$ cat config.mk
export PLATFORM = sky130hd
export DESIGN_NAME = pc_shot_engine_flat
export DESIGN_NICKNAME = d
export VERILOG_FILES = /design/src/rtl/battleship_pkg.sv /design/src/rtl/pc_shot_engine_if.sv /design/src/rtl/pc_shot_engine_lfsr_gen.sv /design/src/rtl/pc_shot_engine.sv /design/src/flat_wrapper.sv
export SDC_FILE = /design/constraint.sdc
export NUM_CORES = 1
export LEC_CHECK = 0
export BUFFER_PORTS_ARGS = -buffer_cell sky130_fd_sc_hd__buf_4
export CAP_MARGIN = 30
export CORE_UTILIZATION = 48
export DETAILED_ROUTE_END_ITERATION = 10
export HOLD_SLACK_MARGIN = 0.15
export PLACE_DENSITY = 0.7
export SYNTH_ARGS = -nofsm -noshare
export SYNTH_HDL_FRONTEND = slang
export SYNTH_SLANG_ARGS = --single-unit
$ cat constraint.sdc
create_clock -name clk -period 5.4 [get_ports clk]
set_input_delay 0.54 -clock clk [delete_from_list [all_inputs] [get_ports clk]]
set_output_delay 0.54 -clock clk [all_outputs]
set_load 0.01 [all_outputs]
$ cat src/rtl/battleship_pkg.sv
// Shared constants, state encoding and cell-index helper for the PC shot engine.
package battleship_pkg;

    localparam int GRID_N_DEFAULT = 5;
    localparam int IDX_W          = 3;   // row/column width (grid side <= 8)
    localparam int CELL_W         = 6;   // flat cell index width (up to 64 cells)

    // Fibonacci feedback taps 8,6,5,4 -> bits 7,5,4,3 of the shift register.
    localparam logic [7:0] LFSR_TAPS = 8'hB8;

    typedef enum logic [2:0] {
        ST_IDLE  = 3'd0,
        ST_PICK  = 3'd1,
        ST_CHECK = 3'd2,
        ST_SCAN  = 3'd3,
        ST_FIRE  = 3'd4,
        ST_DONE  = 3'd5
    } state_t;

    // Flat cell index i*n + j, evaluated at CELL_W bits.
    function automatic logic [CELL_W-1:0] cell_idx(input logic [IDX_W-1:0] i,
                                                   input logic [IDX_W-1:0] j,
                                                   input int n);
        cell_idx = CELL_W'(i) * CELL_W'(n) + CELL_W'(j);
    endfunction

endpackage

$ cat src/rtl/pc_shot_engine_if.sv
// Signal bundle between the game FSM side (master) and the PC shot engine (slave).
// Strobe semantics: there is no back-pressure. shot_valid and turn_done are
// single-cycle strobes the consumer must sample on the cycle they are high;
// shot_i/shot_j/shot_hit are valid with shot_valid and hold until the next shot.
interface pc_shot_engine_if #(parameter int GRID_N = 5);
    import battleship_pkg::*;

    logic                       new_game;
    logic [2:0]                 amount_of_ships;
    logic                       pc_turn;
    logic [GRID_N*GRID_N-1:0]   player_board;
    logic [IDX_W-1:0]           shot_i;
    logic [IDX_W-1:0]           shot_j;
    logic                       shot_valid;
    logic                       shot_hit;
    logic [2:0]                 player_ships_left;
    logic                       turn_done;
    logic                       no_target;
    logic                       busy;
    state_t                     dbg_state;

    modport master (
        output new_game, amount_of_ships, pc_turn, player_board,
        input  shot_i, shot_j, shot_valid, shot_hit, player_ships_left,
        input  turn_done, no_target, busy, dbg_state
    );

    modport slave (
        input  new_game, amount_of_ships, pc_turn, player_board,
        output shot_i, shot_j, shot_valid, shot_hit, player_ships_left,
        output turn_done, no_target, busy, dbg_state
    );

endinterface

$ cat src/rtl/pc_shot_engine_lfsr_gen.sv
// Free-running 8-bit Fibonacci LFSR; a non-zero seed keeps it out of the all-zero lock-up state.
module lfsr_gen
    import battleship_pkg::*;
#(
    parameter logic [7:0] SEED = 8'hA5
) (
    input  logic       clk,
    input  logic       rst,
    output logic [7:0] lfsr
);

    logic [7:0] lfsr_q;
    logic [7:0] lfsr_d;

    // Shift left, feeding the XOR of the tapped bits into bit 0.
    always_comb begin
        lfsr_d = {lfsr_q[6:0], ^(lfsr_q & LFSR_TAPS)};
    end

    // State register, advances every cycle.
    always_ff @(posedge clk or negedge rst) begin
        if (!rst) lfsr_q <= SEED;
        else      lfsr_q <= lfsr_d;
    end

    assign lfsr = lfsr_q;

endmodule

$ cat src/rtl/pc_shot_engine.sv
// Computer-opponent turn engine: picks an unfired cell, resolves hit/miss, tracks player ships.
module pc_shot_engine
    import battleship_pkg::*;
#(
    parameter int         GRID_N    = GRID_N_DEFAULT,
    parameter int         MAX_TRIES = 16,
    parameter logic [7:0] LFSR_SEED = 8'hA5
) (
    input  logic              clk,
    input  logic              rst,
    pc_shot_engine_if.slave   bus
);

    localparam int NCELL = GRID_N * GRID_N;
    localparam int TRY_W = $clog2(MAX_TRIES) + 1;

    state_t                 state_q, state_d;
    logic                   pc_turn_q;
    logic [IDX_W-1:0]       cand_i_q, cand_i_d, cand_j_q, cand_j_d;
    logic [IDX_W-1:0]       scan_i_q, scan_i_d, scan_j_q, scan_j_d;
    logic [TRY_W-1:0]       tries_q, tries_d;
    logic [63:0]            hist_q, hist_d;         // one bit per flat cell index
    logic [6:0]             shot_count_q, shot_count_d;
    logic [2:0]             ships_q, ships_d;
    logic [IDX_W-1:0]       shot_i_q, shot_i_d, shot_j_q, shot_j_d;
    logic                   shot_hit_q, shot_hit_d;
    logic                   no_target_q, no_target_d;

    logic [7:0]             lfsr;
    logic                   lfsr_unused;
    logic                   rise;
    logic [63:0]            board_ext;
    logic [CELL_W-1:0]      cand_idx, scan_idx;
    logic                   cand_in_range;

    lfsr_gen #(.SEED(LFSR_SEED)) u_lfsr (
        .clk  (clk),
        .rst  (rst),
        .lfsr (lfsr)
    );

    assign lfsr_unused   = ^lfsr[7:6];
    assign rise          = bus.pc_turn & ~pc_turn_q;
    assign board_ext     = 64'(bus.player_board);
    assign cand_idx      = cell_idx(cand_i_q, cand_j_q, GRID_N);
    assign scan_idx      = cell_idx(scan_i_q, scan_j_q, GRID_N);
    assign cand_in_range = ({1'b0, cand_i_q} < 4'(GRID_N)) && ({1'b0, cand_j_q} < 4'(GRID_N));

    // Next-state and datapath updates; new_game overrides everything at the end.
    always_comb begin
        state_d      = state_q;
        cand_i_d     = cand_i_q;
        cand_j_d     = cand_j_q;
        scan_i_d     = scan_i_q;
        scan_j_d     = scan_j_q;
        tries_d      = tries_q;
        hist_d       = hist_q;
        shot_count_d = shot_count_q;
        ships_d      = ships_q;
        shot_i_d     = shot_i_q;
        shot_j_d     = shot_j_q;
        shot_hit_d   = shot_hit_q;
        no_target_d  = no_target_q;

        case (state_q)
            ST_IDLE: begin
                if (rise) begin
                    state_d     = ST_PICK;
                    tries_d     = '0;
                    no_target_d = 1'b0;
                end
            end
            ST_PICK: begin
                if (shot_count_q == 7'(NCELL)) begin
                    no_target_d = 1'b1;
                    state_d     = ST_DONE;
                end else begin
                    cand_i_d = lfsr[2:0];
                    cand_j_d = lfsr[5:3];
                    state_d  = ST_CHECK;
                end
            end
            ST_CHECK: begin
                if (cand_in_range && !hist_q[cand_idx]) begin
                    state_d = ST_FIRE;
                end else begin
                    tries_d = tries_q + 1'b1;
                    if (tries_q == TRY_W'(MAX_TRIES - 1)) begin
                        state_d  = ST_SCAN;
                        scan_i_d = '0;
                        scan_j_d = '0;
                    end else begin
                        state_d = ST_PICK;
                    end
                end
            end
            ST_SCAN: begin
                // An unfired cell must exist, since PICK already ruled out a full grid.
                if (!hist_q[scan_idx]) begin
                    cand_i_d = scan_i_q;
                    cand_j_d = scan_j_q;
                    state_d  = ST_FIRE;
                end else if (scan_j_q == IDX_W'(GRID_N - 1)) begin
                    scan_j_d = '0;
                    scan_i_d = scan_i_q + 1'b1;
                end else begin
                    scan_j_d = scan_j_q + 1'b1;
                end
            end
            ST_FIRE: begin
                shot_i_d         = cand_i_q;
                shot_j_d         = cand_j_q;
                shot_hit_d       = board_ext[cand_idx];
                hist_d[cand_idx] = 1'b1;
                shot_count_d     = shot_count_q + 1'b1;
                if (board_ext[cand_idx] && (ships_q != 3'd0)) ships_d = ships_q - 1'b1;
                state_d          = ST_DONE;
            end
            ST_DONE: begin
                state_d = ST_IDLE;
            end
            default: begin
                state_d = ST_IDLE;
            end
        endcase

        if (bus.new_game) begin
            state_d      = ST_IDLE;
            hist_d       = '0;
            shot_count_d = '0;
            ships_d      = bus.amount_of_ships;
            shot_hit_d   = 1'b0;
            no_target_d  = 1'b0;
        end
    end

    // State and datapath registers.
    always_ff @(posedge clk or negedge rst) begin
        if (!rst) begin
            state_q      <= ST_IDLE;
            pc_turn_q    <= 1'b0;
            cand_i_q     <= '0;
            cand_j_q     <= '0;
            scan_i_q     <= '0;
            scan_j_q     <= '0;
            tries_q      <= '0;
            hist_q       <= '0;
            shot_count_q <= '0;
            ships_q      <= '0;
            shot_i_q     <= '0;
            shot_j_q     <= '0;
            shot_hit_q   <= 1'b0;
            no_target_q  <= 1'b0;
        end else begin
            state_q      <= state_d;
            pc_turn_q    <= bus.pc_turn;
            cand_i_q     <= cand_i_d;
            cand_j_q     <= cand_j_d;
            scan_i_q     <= scan_i_d;
            scan_j_q     <= scan_j_d;
            tries_q      <= tries_d;
            hist_q       <= hist_d;
            shot_count_q <= shot_count_d;
            ships_q      <= ships_d;
            shot_i_q     <= shot_i_d;
            shot_j_q     <= shot_j_d;
            shot_hit_q   <= shot_hit_d;
            no_target_q  <= no_target_d;
        end
    end

    // During FIRE the live candidate is presented; otherwise the last shot is held.
    assign bus.shot_valid        = (state_q == ST_FIRE);
    assign bus.shot_i            = (state_q == ST_FIRE) ? cand_i_q : shot_i_q;
    assign bus.shot_j            = (state_q == ST_FIRE) ? cand_j_q : shot_j_q;
    assign bus.shot_hit          = (state_q == ST_FIRE) ? board_ext[cand_idx] : shot_hit_q;
    assign bus.player_ships_left = ships_q;
    assign bus.turn_done         = (state_q == ST_DONE);
    assign bus.no_target         = (state_q == ST_DONE) && no_target_q;
    assign bus.busy              = (state_q != ST_IDLE);
    assign bus.dbg_state         = state_q;

endmodule

$ cat src/flat_wrapper.sv
// flat-port wrapper written by rule: the top's interface ports become plain ports
module pc_shot_engine_flat import battleship_pkg::*;
#(
    parameter int         GRID_N    = GRID_N_DEFAULT,
    parameter int         MAX_TRIES = 16,
    parameter logic [7:0] LFSR_SEED = 8'hA5
)
  (clk, rst, bus_new_game, bus_amount_of_ships, bus_pc_turn, bus_player_board, bus_shot_i, bus_shot_j, bus_shot_valid, bus_shot_hit, bus_player_ships_left, bus_turn_done, bus_no_target, bus_busy, bus_dbg_state);
  pc_shot_engine_if #(.GRID_N(GRID_N)) bus_i ();
  input  logic clk;
  input  logic rst;
  input wire logic [$bits(bus_i.new_game)-1:0] bus_new_game;
  input wire logic [$bits(bus_i.amount_of_ships)-1:0] bus_amount_of_ships;
  input wire logic [$bits(bus_i.pc_turn)-1:0] bus_pc_turn;
  input wire logic [$bits(bus_i.player_board)-1:0] bus_player_board;
  output wire logic [$bits(bus_i.shot_i)-1:0] bus_shot_i;
  output wire logic [$bits(bus_i.shot_j)-1:0] bus_shot_j;
  output wire logic [$bits(bus_i.shot_valid)-1:0] bus_shot_valid;
  output wire logic [$bits(bus_i.shot_hit)-1:0] bus_shot_hit;
  output wire logic [$bits(bus_i.player_ships_left)-1:0] bus_player_ships_left;
  output wire logic [$bits(bus_i.turn_done)-1:0] bus_turn_done;
  output wire logic [$bits(bus_i.no_target)-1:0] bus_no_target;
  output wire logic [$bits(bus_i.busy)-1:0] bus_busy;
  output wire logic [$bits(bus_i.dbg_state)-1:0] bus_dbg_state;
  assign bus_i.new_game = bus_new_game;
  assign bus_i.amount_of_ships = bus_amount_of_ships;
  assign bus_i.pc_turn = bus_pc_turn;
  assign bus_i.player_board = bus_player_board;
  assign bus_shot_i = bus_i.shot_i;
  assign bus_shot_j = bus_i.shot_j;
  assign bus_shot_valid = bus_i.shot_valid;
  assign bus_shot_hit = bus_i.shot_hit;
  assign bus_player_ships_left = bus_i.player_ships_left;
  assign bus_turn_done = bus_i.turn_done;
  assign bus_no_target = bus_i.no_target;
  assign bus_busy = bus_i.busy;
  assign bus_dbg_state = bus_i.dbg_state;
  pc_shot_engine #(.GRID_N(GRID_N), .MAX_TRIES(MAX_TRIES), .LFSR_SEED(LFSR_SEED)) u_core (.clk(clk), .rst(rst), .bus(bus_i));
endmodule
# Yosys cells after proc, flatten, opt, wreduce, memory -nomap -nowiden
# Cells that the tools add are included.
[totals]
reg_bits = 111
inputBits = 32
[op_classes]
mul = 2
mux = 47
reduce_logical = 23
n_addsub = 7
eq_ne = 18
bitwise_logic = 3
magnitude_cmp = 5
[ops]
columns = ["op", "n"]
rows = [
  ["64-bit two-way mux", 2],
  ["64-bit OR", 1],
  ["3-bit two-way mux", 20],
  ["3-bit one-hot mux with 2 select lines", 4],
  ["1-bit binary-select mux with 6-bit select", 3],
  ["3-bit one-hot mux with 5 select lines", 1],
  ["6-bit by 7-bit less-than comparator with 1-bit output, second input constant", 2],
  ["7-bit two-way mux", 2],
  ["6-bit by 3-bit adder with 6-bit output", 2],
  ["3-bit by 3-bit multiplier with 6-bit output, second input constant", 2],
  ["5-bit two-way mux", 2],
  ["5-bit one-hot mux with 2 select lines", 1],
  ["2-bit nonzero test", 5],
  ["3-bit == test, second input constant", 3],
  ["1-bit two-way mux", 9],
  ["3-bit AND reduction", 3],
  ["3-bit nonzero test", 3],
  ["2-bit by 1-bit inequality test with 1-bit output, second input constant", 4],
  ["8-bit XOR reduction", 1],
  ["7-bit by 1-bit adder with 7-bit output, second input constant", 1],
  ["7-bit by 5-bit == test with 1-bit output, second input constant", 1],
  ["3-bit by 1-bit adder with 3-bit output, second input constant", 2],
  ["1-bit demux with 6-bit select", 1],
  ["3-bit by 2-bit == test with 1-bit output, second input constant", 2],
  ["other kinds (19)", 28],
]

# Depth between registers and ports, before layout
# Gate-level depths: netlist of run 1.
[logic_depth]
depth_word = 9
mapped_depth = 13
ltp_nobuf = 10

# Hierarchy
# From an unflattened synthesis of run 1, not the netlist that was laid out.
[hier_totals]
hier_cells = 630
hier_area_um2 = 6546.3
[by_module_without_submodules]
columns = ["module", "cells_per_inst", "area_each_um2", "instances"]
rows = [
  ["pc_shot_engine", 612, 6262.3, 1],
  ["lfsr_gen", 18, 284.0, 1],
]

# Least setup slack after synthesis of run 1
# Ideal clock, no wire load.
[synth_path]
path_type = "register to output"
from = "register u_core.cand_i_q[0]"
to = "output bus_shot_hit"
t_required_ps = 4860
stages_incl_launch_ff = 12
arrival_ps = 3447
slack_ps = 1413
cell_sequence = "dfrtp_1 -> ha_1 -> ha_1 -> fa_1 -> buf_2 -> buf_2 -> buf_2 -> mux4_2 -> mux4_2 -> and3_1 -> nor3_1 -> o21ai_0"
[synth_via]
elab_chain_cells = 5
[synth_rtl]
columns = ["element", "line_no", "text"]
rows = [
  ["start, declared", "pc_shot_engine.sv:19", "logic [IDX_W-1:0] cand_i_q, cand_i_d, cand_j_q, cand_j_d;"],
  ["start signal, assigned", "pc_shot_engine.sv:157", "cand_i_q <= cand_i_d;"],
  ["3-bit by 3-bit multiplier with 6-bit output", "battleship_pkg.sv:24", "cell_idx = CELL_W'(i) * CELL_W'(n) + CELL_W'(j);"],
  ["6-bit by 3-bit adder with 6-bit output", "battleship_pkg.sv:24", ""],
  ["1-bit binary-select mux with 6-bit select", "pc_shot_engine.sv:176", "assign bus.shot_hit = (state_q == ST_FIRE) ? board_ext[cand_idx] : shot_hit_q;"],
  ["1-bit two-way mux (not written as such)", "pc_shot_engine.sv:176", ""],
  ["1-bit two-way mux", "pc_shot_engine.sv:176", ""],
  ["end, declared", "flat_wrapper.sv:19", "output wire logic [$bits(bus_i.shot_hit)-1:0] bus_shot_hit;"],
]
# Every way passes these cells. The select of a mux whose other input is x is not followed.

# Worst setup path after layout of run 1
# Ends and elaborated chain as after synthesis.

==> metrics.csv, run 1 <==
stage,metric,value,unit
floorplanning,die width,118,µm
clock_tree,Post-CTS Hold Buffers,0,
clock_tree,Clock transition at path regs,0.07,ns
floorplanning,Initial Util,49.1,%
finish,share of cells above drive strength 1,17.4,%
pwr,power density cells,226,nW/µm²
timing,Fin Clk Skew,0.00590,ns
timing,Tmin final,4.63,ns
timing,RSZ-0062 raised after global routing,false,
logic_synthesis,"EDFF count, synth",0,
finish,fillers,1138,
drt,routed wire length,16500,µm
floorplanning,Die Span Y,118,µm
floorplanning,Die Area,14000,µm²
setup_path,critical path class,reg -> out,
floorplanning,boundary pin count,49,
logic_synthesis,share of async-settable or async-resettable flops after synthesis,100,%
finish,register area,2780,µm²
placed_design,port bufs,48,
grt,Total Routing Usage GR,24.6,%
setup_path,Crit-path slowest cell,nor4_1,
setup_path,Crit path max-delay family,adder cells,
logic_synthesis,Synth area leader,dfrtp_1,
drt,DRT Pass-1 Iters,7,
timing,Final Cycle Share,85.8,%
setup_path,Levels on crit path,11,
setup_path,crit end category,output pin,
placed_design,dpl hpwl,11700,µm
setup_path,Worst path max stage delay,0.64,ns
grt,largest net degree at the start of global routing,83,
clock_tree,setup bufs post-CTS,0,
setup_path,RR Startpoint,u_core.cand_i_q[0]$_DFFE_PN0P_,
logic_synthesis,#FFs+latches synth,111,
timing,final worst slack,0.769,ns
finish,Ant. Diodes,0,
timing,Slew headroom,36.7,%
logic_synthesis,"Cell Area, Synth",6510,µm²
setup_path,CP Max Fanout,40,
timing,Final Hold Fails,0,
clock_tree,Clock Latency Late Sink,0.36,ns
setup_path,WP buf/inv,2,
finish,Util after Layout,55.1,%
pwr,Peak VDD IR,0.000155,V
clock_tree,CTS buffer count,9,
drt,Metal-1 WL,6880,µm
logic_synthesis,Syn Area/Cell,10.1,µm²
grt,vias in the first global route,5180,
finish,area of the multi-input gates,3490,µm²
drt,Final ANT Viol Nets,0,
clock_tree,CTS tree,done,
drt,routed via count,5289,
floorplanning,core area,13200,µm²
clock_tree,clock sink total,111,
grt,initial antenna violation count,0,
clock_tree,Clock Path Buffers,2,
setup_path,crit path launch,u_core.cand_i_q[0]$_DFFE_PN0P_,
drt,routed vias/inst,6.18,
logic_synthesis,Synthesized Nets,703,
timing,Slew Limit Fails,0,
timing,hold slack final,0.170,ns
logic_synthesis,Yosys top cell area share,41.1,%
logic_synthesis,synth unique cells,62,
setup_path,CP startpoint kind,flip-flop,
grt,first-pass GRT wire length,26800,µm
worst_hold_path,Worst Hold Class,in -> async,
clock_tree,H-Tree Level Count,3,
finish,fin cells,856,
placed_design,placer congestion estimate,0.898,
drt,WL met3,1190,µm
logic_synthesis,"Seq/Total Area, Yosys",42.8,%
drt,WL per Instance,19.3,µm
logic_synthesis,yosys warns,0,
logic_synthesis,synth cell count leaders,"107 x dfrtp_1, 93 x nor2_1, 73 x a21oi_1, 49 x nand2_1, 27 x ha_1",
setup_path,worst-path cell chain,"ha_1, ha_1, fa_1, buf_4, mux2i_1, a32oi_1, o211ai_1, nor4_1, nor3_1, o21ai_0, buf_4",
setup_path,Critical Path RT,4.86,ns
clock_tree,clk root buf,clkbuf_16,
setup_path,CP arrival,4.09,ns
finish,synthesis-to-finish area growth,12.1,%
timing,Slew @ Worst Pin,0.942,ns
logic_synthesis,largest cells by area after synthesis,"dfrtp_1 41%, mux4_2 8.7%, a21oi_1 5.6%",
setup_path,worst r2r path cells,11,
flow_run,max-cap violations,0,
timing,Fmax,216,MHz
floorplanning,Cell Rows,42,
placed_design,Placed Cells,838,
grt,GRT Residual Overflow,0,
timing,final setup violation count,0,
drt,drt drc,0,
timing,Fin Setup TNS,0,ns
drt,uppermost layer routed,met4,
logic_synthesis,most common cell in the synthesized netlist,dfrtp_1,
placed_design,Setup WS pre-CTS,1.03,ns
clock_tree,Resize count post-CTS,0,
finish,nets@finish,736,
logic_synthesis,most common flop cell mapped by yosys,dfrtp_1,
drt,WL met2,7890,µm
status,status,completed,
pwr,leakage,3.41,nW
logic_synthesis,Post-Synthesis Cells,642,
drt,1st-iter DRT viols,571,
layout by cell type, fill, tap and decap left out, types with 2 or more instances in the layout:
cell type	Yosys	layout
a21o_1	12	12
ha_1	27	27
buf_4	3	56
mux2_2	7	7
dfrtp_1	107	107
a221o_1	3	3
nor2b_1	9	9
a211o_1	3	3
nand3_1	20	20
nand4_1	5	5
a22o_1	7	7
a21oi_1	73	73
a2111oi_4	2	2
nand2b_1	8	8
a31oi_1	9	9
inv_1	15	15
nand3b_1	3	3
mux4_1	2	2
o211ai_1	5	5
and2_1	4	4
clkbuf_1	15	3
clkbuf_16	0	9
a211oi_1	2	2
mux2i_1	17	17
nor4_1	3	3
a221oi_1	3	3
nor3_1	12	12
nand2_1	49	49
mux4_2	25	25
and3_1	7	7
o22ai_1	3	3
o21ai_0	20	20
and3b_1	2	2
xor2_1	7	7
nor3b_1	5	5
nor2_1	93	93
or3_1	4	4
dfstp_2	4	4
fa_1	2	2
xnor2_1	7	7
layout make-up:
class                           instances  area share [%]
Tap cell                              176            3.02
Sequential cell                       111            38.1
Clock inverter                          3           0.583
Clock buffer                           13            3.43
Timing Repair Buffer                   58            6.21
Inverter                               15           0.772
Multi-Input combinational cell        480            47.8
routing by layer:
metal / track usage (%) / up-vias
met4: 11.6 / 0
met1: 31.9 / 2609
met5: 0 / -
met3: 5.31 / 47
li1: - / 2397
met2: 39.3 / 236
sequential cells by signal, summed over array words and instances (netlist names), 5 cells and up:
register and cells:
u_core.hist_q 64, u_core.u_lfsr.lfsr 8, u_core.tries_q 5, u_core.shot_count_q 7
path summary, 6_finish.rpt:
path | slack [ns] | endpoint
max | 0.77 | bus_shot_hit
min | 0.17 | u_core.hist_q[2]$_DFFE_PN0P_
max reg2reg | 1.03 | u_core.tries_q[0]$_DFFE_PN0P_
min reg2reg | 0.38 | u_core.u_lfsr.lfsr[7]$_DFF_PN1_
max in group asynchronous | 3.96 | u_core.hist_q[63]$_DFFE_PN0P_
min in group clk | 0.30 | u_core.pc_turn_q$_DFF_PN0_
cell families (layout without fill, tap and decap cells):
group / Yosys count / after routing / share of synthesized area (%)
AOI/OAI and AO/OA: 157 / 157 / 16.2
and+or+nand+nor: 227 / 227 / 16.0
muxes: 52 / 52 / 13.5
xor gates and xnor gates: 15 / 15 / 2.13
adders and majority gates: 29 / 29 / 5.81
buffers and inverters: 51 / 89 / 3.61
DFF: 111 / 111 / 42.8
stage by stage:
step	cell area, µm²	power [mW]
floorplan	6510	0.947
global placement	6970	1.01
detailed placement	6970	1.01
CTS	7260	1.67
global route	7300	1.72
finish	7300	1.65
power breakdown:
part | switching [mW] | internal (mW)
sequential | 0.0107 | 0.839
combinational | 0.0796 | 0.0625
clock | 0.288 | 0.372
total | 0.378 | 1.27
worst reg2reg max path, stage by stage (launching register included):
cell       delay [ns]
dfrtp_1          0.43
ha_1             0.33
ha_1             0.33
fa_1             0.55
buf_4            0.38
mux2i_1          0.16
mux4_2           0.48
o211a_1          0.18
a2111oi_4        0.41
a2111oi_2        0.11
a2111oi_4        0.53
mux2_1           0.37
Power figures use the tool's default switching activity.
==> run 2: changes to the inputs <==
--- a/config.mk
+++ b/config.mk
@@ -7,6 +7,7 @@
 export LEC_CHECK = 0
 export BUFFER_PORTS_ARGS = -buffer_cell sky130_fd_sc_hd__buf_4
 export CAP_MARGIN = 30
+export CORE_MARGIN = 2
 export CORE_UTILIZATION = 48
 export DETAILED_ROUTE_END_ITERATION = 10
 export HOLD_SLACK_MARGIN = 0.15
==> constraint.sdc (replaced) <==
create_clock -name clk -period 5.95 [get_ports clk]
set_input_delay 0.595 -clock clk [delete_from_list [all_inputs] [get_ports clk]]
set_output_delay 0.595 -clock clk [all_outputs]
set_load 0.01 [all_outputs]
==> metrics.csv, run 2 (synthesized netlist as in run 1, its figures left out) <==
stage,metric,value,unit,change
timing,Fmax,215,MHz,
worst_hold_path,Worst Hold Class,in -> async,,
flow_run,max-cap violations,0,,unchanged
finish,area of the multi-input gates,3490,µm²,unchanged
setup_path,Critical Path RT,5.36,ns,+0.50 ns
finish,Util after Layout,55.3,%,+0.24 points
timing,Tmin final,4.65,ns,
clock_tree,clock sink total,111,,unchanged
clock_tree,Resize count post-CTS,0,,unchanged
drt,WL met3,1230,µm,+2.8%
timing,Final Cycle Share,78.2,%,
drt,Final ANT Viol Nets,0,,unchanged
finish,largest reg by FF count,u_core.hist_q,,
clock_tree,CTS buffer count,9,,unchanged
grt,first-pass GRT wire length,27200,µm,+1.3%
setup_path,CP startpoint kind,flip-flop,,
pwr,power density cells,210,nW/µm²,-7.2%
placed_design,Placed Cells,839,,+0.12%
timing,final worst slack,1.30,ns,+0.531 ns
placed_design,Setup WS pre-CTS,1.43,ns,+0.398 ns
drt,routed via count,5209,,-1.5%
setup_path,CP arrival,4.05,ns,-0.04 ns
finish,synthesis-to-finish area growth,12.6,%,
grt,GRT Residual Overflow,0,,unchanged
clock_tree,clk root buf,clkbuf_16,,
floorplanning,Initial Util,49.1,%,unchanged
drt,routed vias/inst,6.09,,-1.4%
drt,DRT Pass-1 Iters,5,,-2
setup_path,critical path class,reg -> out,,
timing,Final Hold Fails,0,,unchanged
grt,initial antenna violation count,0,,unchanged
clock_tree,Post-CTS Hold Buffers,0,,unchanged
setup_path,crit end category,output pin,,
drt,uppermost layer routed,met4,,
placed_design,dpl hpwl,12000,µm,+2.5%
clock_tree,H-Tree Level Count,3,,unchanged
pwr,Peak VDD IR,0.000112,V,-28%
floorplanning,Die Span Y,120,µm,+1.7%
floorplanning,boundary pin count,49,,unchanged
floorplanning,Die Area,14500,µm²,+3.4%
drt,1st-iter DRT viols,625,,+9.5%
grt,largest net degree at the start of global routing,78,,-6.0%
grt,Total Routing Usage GR,24.1,%,-0.46 points
timing,Fin Setup TNS,0,ns,unchanged
timing,Slew Limit Fails,0,,unchanged
finish,most frequent cells in the layout,"107 x dfrtp_1, 93 x nor2_1, 73 x a21oi_1",,
timing,Slew headroom,29.2,%,-7.5 points
finish,fillers,1153,,+1.3%
drt,Metal-1 WL,6890,µm,+0.17%
finish,Ant. Diodes,0,,unchanged
drt,drt drc,0,,unchanged
finish,number of flip-flops in the largest register,64,,unchanged
clock_tree,Clock transition at path regs,0.07,ns,about the same
clock_tree,CTS tree,done,,
timing,final setup violation count,0,,unchanged
drt,routed wire length,16600,µm,+0.33%
floorplanning,die width,120,µm,+1.7%
finish,register area,2780,µm²,unchanged
finish,share of cells above drive strength 1,17.2,%,-0.12 points
clock_tree,Clock Path Buffers,2,,unchanged
timing,RSZ-0062 raised after global routing,false,,
pwr,leakage,3.41,nW,+0.23%
timing,Slew @ Worst Pin,1.05,ns,+0.112 ns
drt,WL per Instance,19.4,µm,+0.45%
setup_path,CP Max Fanout,22,,-45%
clock_tree,Clock Latency Late Sink,0.35,ns,about the same
drt,WL met2,7860,µm,-0.46%
finish,"most common cell after layout, fill and taps aside",dfrtp_1,,
placed_design,placer congestion estimate,0.909,,+1.1%
floorplanning,core area,13200,µm²,unchanged
status,status,completed,,
timing,Fin Clk Skew,0.00689,ns,+0.000995 ns
clock_tree,setup bufs post-CTS,0,,unchanged
grt,vias in the first global route,5215,,+0.68%
placed_design,port bufs,48,,unchanged
finish,fin cells,855,,-0.12%
finish,nets@finish,735,,-0.14%
floorplanning,Cell Rows,42,,unchanged
run 2: where the power goes:
part / leakage (nW) / switching, mW / internal [mW]
Clock: 0.147 / 0.264 / 0.369
Combinational: 1.74 / 0.0738 / 0.0614
Sequential: 1.52 / 0.00954 / 0.762
run 2: worst paths after layout:
check	startpoint	endpoint	slack, ns	cells after the start
setup / recovery	u_core.cand_i_q[0]$_DFFE_PN0P_	bus_shot_hit	1.30	10
hold / removal	rst	u_core.hist_q[34]$_DFFE_PN0P_	0.31	1
setup reg to reg	u_core.scan_i_q[0]$_DFFE_PN0P_	u_core.bus.dbg_state[0]$_DFFE_PN0P_	1.41	10
hold reg to reg	u_core.u_lfsr.lfsr[6]$_DFF_PN0_	u_core.u_lfsr.lfsr[7]$_DFF_PN1_	0.36	0
max in group asynchronous	rst	u_core.hist_q[55]$_DFFE_PN0P_	4.50	2
min in group clk	bus_pc_turn	u_core.pc_turn_q$_DFF_PN0_	0.36	1
run 2: layout make-up:
class                      count  area share [%]
multi-input combinational    480            47.6
sequential                   111            38.0
timing repair buffer          57            6.39
clock inverter                 4           0.990
inverter                      15           0.768
tap                          176            3.01
clock buffer                  12            3.23
run 2: worst max-delay path, cell delays in order (launching register included):
cell	delay, ns
dfrtp_1	0.43
ha_1	0.31
ha_1	0.32
fa_1	0.65
buf_16	0.24
nor3_1	0.45
nand2_1	0.19
nor4_1	0.53
nor3_1	0.16
o21ai_0	0.24
buf_4	0.17
run 2: per-layer routing:
layer | vias up | track usage, %
met3 | 39 | 4.76
met4 | 0 | 12.2
met2 | 226 | 37.4
met1 | 2542 | 32.4
met5 | - | 0
li1 | 2402 | -
run 2: stage by stage:
stage	power [mW]	instance area, µm²	hold slack (ns)
floorplan	0.859	6510	0.299
global placement	0.912	6960	0.339
detailed placement	0.923	7020	0.344
CTS	1.55	7330	0.333
global route	1.60	7330	0.343
finish	1.54	7330	0.308
==> run 3: changes to the inputs <==
==> constraint.sdc (replaced) <==
create_clock -name clk -period 4.3 [get_ports clk]
set_input_delay 0.43 -clock clk [delete_from_list [all_inputs] [get_ports clk]]
set_output_delay 0.43 -clock clk [all_outputs]
set_load 0.01 [all_outputs]
==> metrics.csv, run 3 (synthesized netlist as in run 1, its figures left out) <==
stage,metric,value,unit,change
finish,fillers,1175,,+1.9%
timing,Final Hold Fails,0,,unchanged
floorplanning,die width,120,µm,unchanged
pwr,leakage,3.48,nW,+1.8%
floorplanning,core area,13200,µm²,unchanged
setup_path,RR Startpoint,u_core.cand_i_q[0]$_DFFE_PN0P_,,
placed_design,area post-placement,7090,µm²,+1.1%
drt,routed via count,5377,,+3.2%
timing,Slew @ Worst Pin,0.950,ns,-0.104 ns
finish,Util after Layout,56.0,%,+0.66 points
drt,routed wire length,16900,µm,+1.9%
drt,routed vias/inst,6.19,,+1.6%
finish,share of cells above drive strength 1,19.5,%,+2.2 points
grt,vias in the first global route,5192,,-0.44%
finish,most frequent cells in the layout,"107 x dfrtp_1, 93 x nor2_1, 73 x a21oi_1",,
drt,drt drc,0,,unchanged
setup_path,Critical Path RT,4.55,ns,-0.81 ns
status,status,completed,,
setup_path,crit end category,flip-flop,,
pwr,net switching power,491,µW,+41%
setup_path,crit path launch,u_core.cand_i_q[0]$_DFFE_PN0P_,,
finish,synthesis-to-finish area growth,13.9,%,
clock_tree,Clock Path Buffers,2,,unchanged
setup_path,CP startpoint kind,flip-flop,,
finish,Ant. Diodes,0,,unchanged
finish,cell area after layout,7410,µm²,+1.2%
finish,register area,2780,µm²,unchanged
placed_design,port bufs,48,,unchanged
timing,final setup violation count,0,,unchanged
drt,Final ANT Viol Nets,0,,unchanged
clock_tree,Clock transition at path regs,0.07,ns,about the same
placed_design,placer congestion estimate,0.965,,+6.3%
grt,largest net degree at the start of global routing,83,,+6.4%
pwr,Comb pwr share,9.0,%,+0.2 points
pwr,sequential fraction of design power,52.6,%,+2.5 points
setup_path,CP Max Fanout,20,,-9.1%
drt,WL per Instance,19.4,µm,+0.28%
pwr,Switching Share,24.2,%,+1.6 points
timing,Final Cycle Share,96.2,%,
floorplanning,Die Area,14500,µm²,unchanged
clock_tree,clk root buf,clkbuf_16,,
finish,number of flip-flops in the largest register,64,,unchanged
timing,Slew headroom,36.2,%,+7.0 points
grt,initial antenna violation count,0,,unchanged
drt,1st-iter DRT viols,715,,+14%
timing,RSZ-0062 raised after global routing,false,,
setup_path,Worst R2R Setup Slack,0.16,ns,-1.25 ns
floorplanning,boundary pin count,49,,unchanged
clock_tree,clock sink total,111,,unchanged
timing,Fmax,242,MHz,
timing,Fin Clk Skew,0.00549,ns,-0.00141 ns
worst_hold_path,min-delay src,bus_pc_turn,,
grt,Total Routing Usage GR,24.2,%,+0.068 points
floorplanning,Die Span Y,120,µm,unchanged
finish,area of the multi-input gates,3500,µm²,+0.39%
clock_tree,CTS buffer count,9,,unchanged
timing,Slew Limit Fails,0,,unchanged
setup_path,CP arrival,4.38,ns,+0.33 ns
placed_design,dpl hpwl,11900,µm,-0.66%
timing,Tmin final,4.14,ns,
worst_hold_path,Worst Hold Class,in -> reg,,
grt,first-pass GRT wire length,27000,µm,-0.56%
floorplanning,Initial Util,49.1,%,unchanged
grt,GRT Residual Overflow,0,,unchanged
clock_tree,CTS tree,done,,
pwr,clock share of power,38.3,%,-2.8 points
clock_tree,Clock Latency Late Sink,0.36,ns,about the same
pwr,power density cells,274,nW/µm²,+30%
flow_run,max-cap violations,0,,unchanged
setup_path,critical path class,reg -> reg,,
setup_path,Crit-path slowest cell,fa_2,,
pwr,internal power,1.54,mW,+29%
setup_path,worst-path cell chain,"ha_1, ha_1, fa_2, buf_4, clkbuf_16, nand2b_1, mux4_2, o211a_1, a2111oi_4, a2111oi_2, a2111oi_4, mux2_1",,
drt,DRT Pass-1 Iters,6,,+1
finish,nets@finish,750,,+2.0%
setup_path,Worst path max stage delay,0.48,ns,-0.17 ns
clock_tree,H-Tree Level Count,3,,unchanged
pwr,Peak VDD IR,0.000225,V,+100%
finish,"most common cell after layout, fill and taps aside",dfrtp_1,,
finish,largest reg by FF count,u_core.hist_q,,
timing,Fin Setup TNS,0,ns,unchanged
floorplanning,Cell Rows,42,,unchanged
run 3: cell count changes in the layout (fill, tap and decap cells not counted), moves of 2 or more:
cell / previous run / this run
buf_12: 0 / 2
buf_16: 2 / 0
clkbuf_1: 3 / 1
bufinv_16: 2 / 0
clkinv_2: 1 / 3
buf_4: 55 / 68
run 3: per-stage QoR:
stage	setup WS [ns]	hold WS (ns)	instances	power (mW)
after floorplan	0.408	0.134	642	1.19
after global placement	0.298	0.334	850	1.26
after detailed placement	0.205	0.342	851	1.27
after CTS	0.00200	0.172	867	2.04
after global routing	0.0344	0.179	869	2.10
final	0.164	0.181	869	2.03
run 3: routing by layer:
metal | vias up | wire, µm | track usage, %
li1 | 2435 | - | -
met1 | 2661 | 6980 | 32.2
met2 | 239 | 8140 | 38.3
met3 | 42 | 1230 | 4.95
met4 | 0 | 527 | 10.9
met5 | - | 0 | 0
run 3: what timing repair did:
item / in CTS / in global routing
buffers inserted: 0 / 1
resized for setup: 0 / 3
endpoints found under the setup margin: 0 / 1
endpoints found under the hold margin: 40 / 0
hold buffers: 1 / 0
run 3: final cells by class:
| class | instances | area share, % |
|---|---|---|
| Clock buffer | 11 | 3.27 |
| Clock inverter | 4 | 0.304 |
| Inverter | 15 | 0.759 |
| Multi-Input combinational cell | 480 | 47.3 |
| Sequential cell | 111 | 37.5 |
| Tap cell | 176 | 2.97 |
| Timing Repair Buffer | 72 | 7.90 |
run 3: final timing paths:
| check | end | cells past startpoint |
|---|---|---|
| max reg2reg | u_core.tries_q[0]$_DFFE_PN0P_ | 12 |
| min reg2reg | u_core.u_lfsr.lfsr[7]$_DFF_PN1_ | 0 |
| min in group asynchronous | u_core.hist_q[6]$_DFFE_PN0P_ | 2 |
| max | u_core.tries_q[0]$_DFFE_PN0P_ | 12 |
| min | u_core.pc_turn_q$_DFF_PN0_ | 1 |
| max in group asynchronous | u_core.u_lfsr.lfsr[2]$_DFF_PN1_ | 3 |
run 3: power groups by stage:
stage | Sequential [mW] | Clock, mW | Combinational (mW)
after floorplan | 1.08 | 0 | 0.105
after detailed placement | 1.09 | 0 | 0.184
after global routing | 1.07 | 0.828 | 0.202
final | 1.07 | 0.778 | 0.183
after CTS | 1.07 | 0.790 | 0.185
after global placement | 1.09 | 0 | 0.177
run 3: worst max-delay path: cells and delay by family (launching register included):
kind / cells / cell delay [ns]
adders and majority gates: 3 / 1.12
muxes: 2 / 0.81
AOI/OAI and AO/OA: 4 / 1.16
DFF: 1 / 0.43
buffers and inverters: 2 / 0.35
and+or+nand+nor: 1 / 0.15
